`config.mk`:
```
export PLATFORM = sky130hd
export DESIGN_NAME = t05_hist_engine
export DESIGN_NICKNAME = d
export VERILOG_FILES = /design/src/rtl/t05_hist_engine.sv
export SDC_FILE = /design/constraint.sdc
export NUM_CORES = 1
export LEC_CHECK = 0
export CORE_UTILIZATION = 51
export DETAILED_ROUTE_END_ITERATION = 6
export PLACE_DENSITY = 0.86
export SYNTH_ARGS = -nofsm -noshare
export SYNTH_HDL_FRONTEND = slang
export SYNTH_SLANG_ARGS = --single-unit
```
`constraint.sdc`:
```
create_clock -name clk -period 6.35 [get_ports clk]
set_input_delay 0.9525 -clock clk [delete_from_list [all_inputs] [get_ports clk]]
set_output_delay 0.9525 -clock clk [all_outputs]
set_load 0.01 [all_outputs]
```
`src/rtl/t05_hist_engine.sv`:
```
// ---------------------------------------------------------------------------------------------
// t05_hist_engine
//
// Histogram engine. Accepts symbols from the SPI byte stream over a valid/ready handshake and
// performs a read-modify-write of one saturating count per symbol value in an external SRAM.
// Each pass starts by clearing the whole table. The pass ends on the EOF_SYM symbol, which
// is not counted, and the engine then reports the number of counted symbols.
//
// Parameters
//   SYM_W    symbol width; the table holds 2**SYM_W entries
//   CNT_W    per-symbol count width (saturating)
//   TOT_W    total-symbol counter width (saturating)
//   RD_LAT   SRAM read latency in cycles (>= 1)
//   EOF_SYM  end-of-file symbol
//
// Ports
//   clk          clock
//   rst          asynchronous, active-high reset
//   start        1-cycle pulse: clear the table and begin a pass (honoured in IDLE/HALT only)
//   in_valid     in_data is valid
//   in_data      symbol from the SPI front end
//   in_ready     engine accepts in_data this cycle (registered, ACCEPT only)
//   sram_addr    SRAM address
//   sram_re      SRAM read strobe
//   sram_we      SRAM write strobe
//   sram_wdata   SRAM write data
//   sram_rdata   SRAM read data, valid RD_LAT cycles after the sram_re cycle
//   busy         high in CLEAR/ACCEPT/RD/WAIT/WR
//   eof          sticky: EOF_SYM accepted; held until the next start
//   total        number of counted (non-EOF) symbols this pass
//   sat_flag     sticky: some count or the total saturated this pass
// ---------------------------------------------------------------------------------------------
module t05_hist_engine #(
    parameter int unsigned      SYM_W   = 8,
    parameter int unsigned      CNT_W   = 32,
    parameter int unsigned      TOT_W   = 32,
    parameter int unsigned      RD_LAT  = 2,
    parameter logic [SYM_W-1:0] EOF_SYM = SYM_W'('h1A)
) (
    input  logic             clk,
    input  logic             rst,
    input  logic             start,
    input  logic             in_valid,
    input  logic [SYM_W-1:0] in_data,
    output logic             in_ready,
    output logic [SYM_W-1:0] sram_addr,
    output logic             sram_re,
    output logic             sram_we,
    output logic [CNT_W-1:0] sram_wdata,
    input  logic [CNT_W-1:0] sram_rdata,
    output logic             busy,
    output logic             eof,
    output logic [TOT_W-1:0] total,
    output logic             sat_flag
);

    // The WAIT counter only has to reach RD_LAT-2; keep it at least one bit wide.
    localparam int unsigned     WAIT_W    = (RD_LAT > 2) ? $clog2(RD_LAT - 1) : 1;
    localparam logic [WAIT_W-1:0] WAIT_LAST = WAIT_W'((RD_LAT > 1) ? RD_LAT - 2 : 0);

    typedef enum logic [2:0] {
        StIdle,
        StClear,
        StAccept,
        StRd,
        StWait,
        StWr,
        StHalt
    } state_e;

    state_e            state_q;
    logic [WAIT_W-1:0] wait_cnt_q;
    logic              in_ready_q;
    logic [SYM_W-1:0]  sram_addr_q;
    logic              sram_re_q;
    logic              sram_we_q;
    logic              busy_q;
    logic              eof_q;
    logic [TOT_W-1:0]  total_q;
    logic              sat_q;

    logic              cnt_full;
    logic [CNT_W-1:0]  cnt_next;
    logic              total_full;

    // Read data only arrives in the WR cycle itself (RD_LAT cycles after RD), so the
    // incremented count has to be formed combinationally from sram_rdata.
    always_comb begin
        cnt_full   = (sram_rdata == {CNT_W{1'b1}});
        cnt_next   = cnt_full ? sram_rdata : sram_rdata + CNT_W'(1);
        total_full = (total_q == {TOT_W{1'b1}});
        sram_wdata = (state_q == StWr) ? cnt_next : '0;
    end

    // sram_addr_q doubles as the latched symbol: it is loaded on the accepting handshake and
    // held unchanged through RD, WAIT and WR.
    always_ff @(posedge clk or posedge rst) begin
        if (rst) begin
            state_q     <= StIdle;
            wait_cnt_q  <= '0;
            in_ready_q  <= 1'b0;
            sram_addr_q <= '0;
            sram_re_q   <= 1'b0;
            sram_we_q   <= 1'b0;
            busy_q      <= 1'b0;
            eof_q       <= 1'b0;
            total_q     <= '0;
            sat_q       <= 1'b0;
        end else begin
            // Strobes are single-cycle unless a state re-asserts them.
            sram_re_q <= 1'b0;
            sram_we_q <= 1'b0;

            unique case (state_q)
                StIdle, StHalt: begin
                    if (start) begin
                        state_q     <= StClear;
                        busy_q      <= 1'b1;
                        eof_q       <= 1'b0;
                        sat_q       <= 1'b0;
                        total_q     <= '0;
                        sram_addr_q <= '0;
                        sram_we_q   <= 1'b1;
                    end
                end

                StClear: begin
                    if (sram_addr_q == {SYM_W{1'b1}}) begin
                        state_q    <= StAccept;
                        in_ready_q <= 1'b1;
                    end else begin
                        sram_addr_q <= sram_addr_q + SYM_W'(1);
                        sram_we_q   <= 1'b1;
                    end
                end

                StAccept: begin
                    if (in_valid) begin
                        in_ready_q <= 1'b0;
                        if (in_data == EOF_SYM) begin
                            state_q <= StHalt;
                            eof_q   <= 1'b1;
                            busy_q  <= 1'b0;
                        end else begin
                            state_q     <= StRd;
                            sram_addr_q <= in_data;
                            sram_re_q   <= 1'b1;
                        end
                    end
                end

                StRd: begin
                    if (total_full) begin
                        sat_q <= 1'b1;
                    end else begin
                        total_q <= total_q + TOT_W'(1);
                    end
                    if (RD_LAT == 1) begin
                        state_q   <= StWr;
                        sram_we_q <= 1'b1;
                    end else begin
                        state_q    <= StWait;
                        wait_cnt_q <= '0;
                    end
                end

                StWait: begin
                    if (wait_cnt_q == WAIT_LAST) begin
                        state_q   <= StWr;
                        sram_we_q <= 1'b1;
                    end else begin
                        wait_cnt_q <= wait_cnt_q + WAIT_W'(1);
                    end
                end

                StWr: begin
                    if (cnt_full) begin
                        sat_q <= 1'b1;
                    end
                    state_q    <= StAccept;
                    in_ready_q <= 1'b1;
                end

                default: begin
                    state_q    <= StIdle;
                    in_ready_q <= 1'b0;
                    busy_q     <= 1'b0;
                end
            endcase
        end
    end

    assign in_ready  = in_ready_q;
    assign sram_addr = sram_addr_q;
    assign sram_re   = sram_re_q;
    assign sram_we   = sram_we_q;
    assign busy      = busy_q;
    assign eof       = eof_q;
    assign total     = total_q;
    assign sat_flag  = sat_q;

    // A read and a write never share a cycle, and in_ready is only ever seen in ACCEPT.
    a_strobe_excl: assert property (@(posedge clk) disable iff (rst)
        !(sram_re_q && sram_we_q));
    a_ready_accept: assert property (@(posedge clk) disable iff (rst)
        in_ready_q |-> (state_q == StAccept));

endmodule

```
==> results.sh <==
export IMPL_status="complete, no violations"
export IMPL_path_cells="clkdlybuf4s50_1 > ha_1 > nand2_1 > nor3_1 > o211ai_1 > or4_1 > a21oi_1 > clkdlybuf4s50_1"
export IMPL_crit_start="sram_rdata[0]"
export IMPL_route_detailed_vias_per_inst=6.42
export IMPL_grtUsageTotal_pct=29.0
export IMPL_grt_max_degree=50
export IMPL_vias=4573
export IMPL_finalSetupViolCount=0
export IMPL_cts_buffers=5
export IMPL_peakVddDrop_uv=189
export IMPL_gp_congestion=0.883
export IMPL_worst_path_max_fanout=15
export IMPL_ys_seq_area_share_pct=31.3
export IMPL_syn_to_final_growth_pct=34.4
export IMPL_min_delay_start="total[15]$_DFFE_PP0P_"
export IMPL_post_cts_resized=0
export IMPL_synth_area_mm2=0.00392
export IMPL_die_x_um=89.7
export IMPL_met2_usage_pct=47.9
export IMPL_grt_pass1_wl_mm=19.5
export IMPL_power_mw=1.58
export IMPL_worstPathRequired_ps=5400
export IMPL_detail_route_antenna_nets=0
export IMPL_max_stage_delay_ps=570
export IMPL_die_y_um=89.7
export IMPL_avgSynthCellArea_um2=7.74
export IMPL_dp_cells=704
export IMPL_met1_usage_pct=37.4
export IMPL_drt_iter0_drc=266
export IMPL_crit_slowest_cell="clkdlybuf4s50_1"
export IMPL_crit_family="buffers and inverters"
export IMPL_coreArea_mm2=0.00733
export IMPL_fin_tns_setup_ps=0
export IMPL_fp_row_count=31
export IMPL_r2r_end="total[17]$_DFFE_PP0P_"
export IMPL_period_minus_slack_ps=5030
export IMPL_diodes=0
export IMPL_syn_nets=554
export IMPL_fin_nets=659
export IMPL_drcViolationCount=0
export IMPL_grt_pass1_vias=4174
export IMPL_tightest_slew_ps=1030
export IMPL_max_freq_ghz=0.199
export IMPL_postCtsSetupBuffers=0
export IMPL_synthFlopType="dfrtp_1"
export IMPL_portBuffers=121
export IMPL_cts_max_path_buffers=2
export IMPL_crit_path_end_kind="output port"
export IMPL_crit_arrival_ps=4080
export IMPL_grt_setup_unrepaired="no"
export IMPL_critPathLaunchType="input pin"
export IMPL_cts_num_sinks=49
export IMPL_synth_edf_count=0
export IMPL_cts_hold_buffers=0
export IMPL_hold_violations=0
export IMPL_hp_class="flop to flop"
export IMPL_cts_root_buf="clkbuf_8"
export IMPL_wire_per_inst_um=16.6
export IMPL_grt_overflow=0
export IMPL_first_pass_iters=6
export IMPL_fin_cells=712
export IMPL_reg2reg_slack_ps=3400
export IMPL_busiest_layer="met2"
export IMPL_grtUsageMet3_pct=5.67
export IMPL_initial_core_util_pct=53.5
export IMPL_grt_antenna_before_repair=0
export IMPL_yosysWarnings=0
export IMPL_ys_seq_elements=49
export IMPL_finish_utilization_pct=71.9
export IMPL_cp_common_cell="clkdlybuf4s50_1"
export IMPL_leakage_nw=1.97
export IMPL_h_tree_depth=2
export IMPL_routed_wl_mm=11.8
export IMPL_cts_clk_slew_worst_paths_ps=110
export IMPL_drv_cap=0
export IMPL_dp_hpwl_mm=8.57
export IMPL_io_pins=122
export IMPL_fin_crit_sh_pct=79.2
export IMPL_reg2reg_from="total[0]$_DFFE_PP0P_"
export IMPL_crit_buf_inv=2
export IMPL_crit_type="input pin to output port"
export IMPL_async_flop_share_pct=100
export IMPL_synth_cells=507
export IMPL_powerDensity_mw_per_mm2=300
export IMPL_hold_depth=1
export IMPL_insertion_delay_ps=320
export IMPL_finClkSkew_ps=21.9
export IMPL_cts_tree="yes"
export IMPL_holdPathEnd="total[15]$_DFFE_PP0P_"
export IMPL_synth_cell_type_count=67
export IMPL_maxSlewViolCount=0
export IMPL_r2r_cells=6
export IMPL_final_layout_size_suffix_gt1_share_pct=4.08
export IMPL_relSlewSlack_pct=31.5
export IMPL_dieArea_mm2=0.00805
==> flip-flops by register name (all words and copies together), names as in the netlist <==
name       flops
total         32
sram_addr      8
state_q        3
busy           1
eof            1
in_ready       1
sat_flag       1
sram_re        1
sram_we        1
==> per-stage QoR <==
step	setup slack (ps)	hold WS [ps]	instance area [µm²]
4_1_cts	1350	540	5270
6_report	1320	533	5270
3_5_place_dp	1340	525	5160
5_1_grt	1060	557	5270
2_1_floorplan	2850	534	3920
3_3_place_gp	1460	518	5160
==> layer usage <==
layer	share of wire (%)	wire length, µm	vias to the layer above
met1	41	4840	2158
met3	7.5	888	34
met2	49	5800	214
met5	0	0	-
li1	-	-	2167
met4	2.4	278	0
==> layout make-up <==
type / instances / area, µm²
inverter: 18 / 67.6
timing repair buffer: 124 / 1230
multi-input combinational: 414 / 2510
clock buffer: 5 / 68.8
clock inverter: 3 / 43.8
tap: 99 / 124
fill: 573 / 2060
sequential: 49 / 1230
==> worst max-delay path by stage <==
stage	endpoint	slack (ps)	cells past startpoint
5_1_grt	sram_wdata[26]	1060	8
3_5_place_dp	sram_wdata[28]	1340	8
3_3_place_gp	sram_wdata[28]	1460	8
2_1_floorplan	sram_wdata[5]	2850	7
6_report	sram_wdata[26]	1320	8
4_1_cts	sram_wdata[28]	1350	8
==> layout by cell type, fill, tap and decap left out, types with 4 or more instances in the layout <==
cell type / n
clkdlybuf4s50_1: 121
o21ai_0: 53
dfrtp_1: 49
nor2_1: 42
nand2_1: 36
a21oi_1: 33
nand4_1: 27
nand3_1: 26
a31oi_1: 23
or3_1: 18
and3_1: 16
inv_1: 15
nor3_1: 9
a21o_1: 8
or4_1: 8
xor2_1: 8
o211ai_1: 7
and2_1: 6
nor4_1: 6
o31ai_1: 5
o2bb2ai_1: 5
and4_1: 5
clkbuf_8: 5
a22oi_1: 4
a211oi_1: 4
==> report_power, final <==
part,internal [mW],switching [mW]
sequential,0.401,0.154
combinational,0.377,0.416
clock,0.118,0.115
==> synth_stat cells (all sizes together), types with 4 or more instances <==
cell / instances / area (µm²)
buf: 5 / 42.5
nand2: 36 / 135
a31oi: 23 / 144
and3: 16 / 100
a22oi: 4 / 30.0
and4: 5 / 43.8
a21o: 8 / 60.1
or3: 18 / 113
o311ai: 4 / 35.0
xor2: 8 / 70.1
nand4: 28 / 190
or2: 4 / 25.0
o31ai: 5 / 37.5
inv: 17 / 63.8
a211oi: 4 / 30.0
o211ai: 7 / 52.6
nand3: 26 / 130
a21oi: 33 / 165
or4: 9 / 71.3
nor4: 9 / 75.1
dfrtp: 49 / 1230
clkbuf: 21 / 78.8
nor2: 42 / 158
o21ai: 55 / 279
and2: 6 / 37.5
nor3: 10 / 55.1
o2bb2ai: 5 / 43.8
==> cell families after synthesis <==
group                    share of synthesized area (%)
AND/OR/NAND/NOR                                   31.5
AO/OA/AOI/OAI                                     28.2
flip-flops                                        31.3
buffers and inverters                             4.81
XOR/XNOR                                          2.23
adder cells (fa/ha/maj)                           1.21
multiplexers                                     0.797
Power figures use the tool's default switching activity.
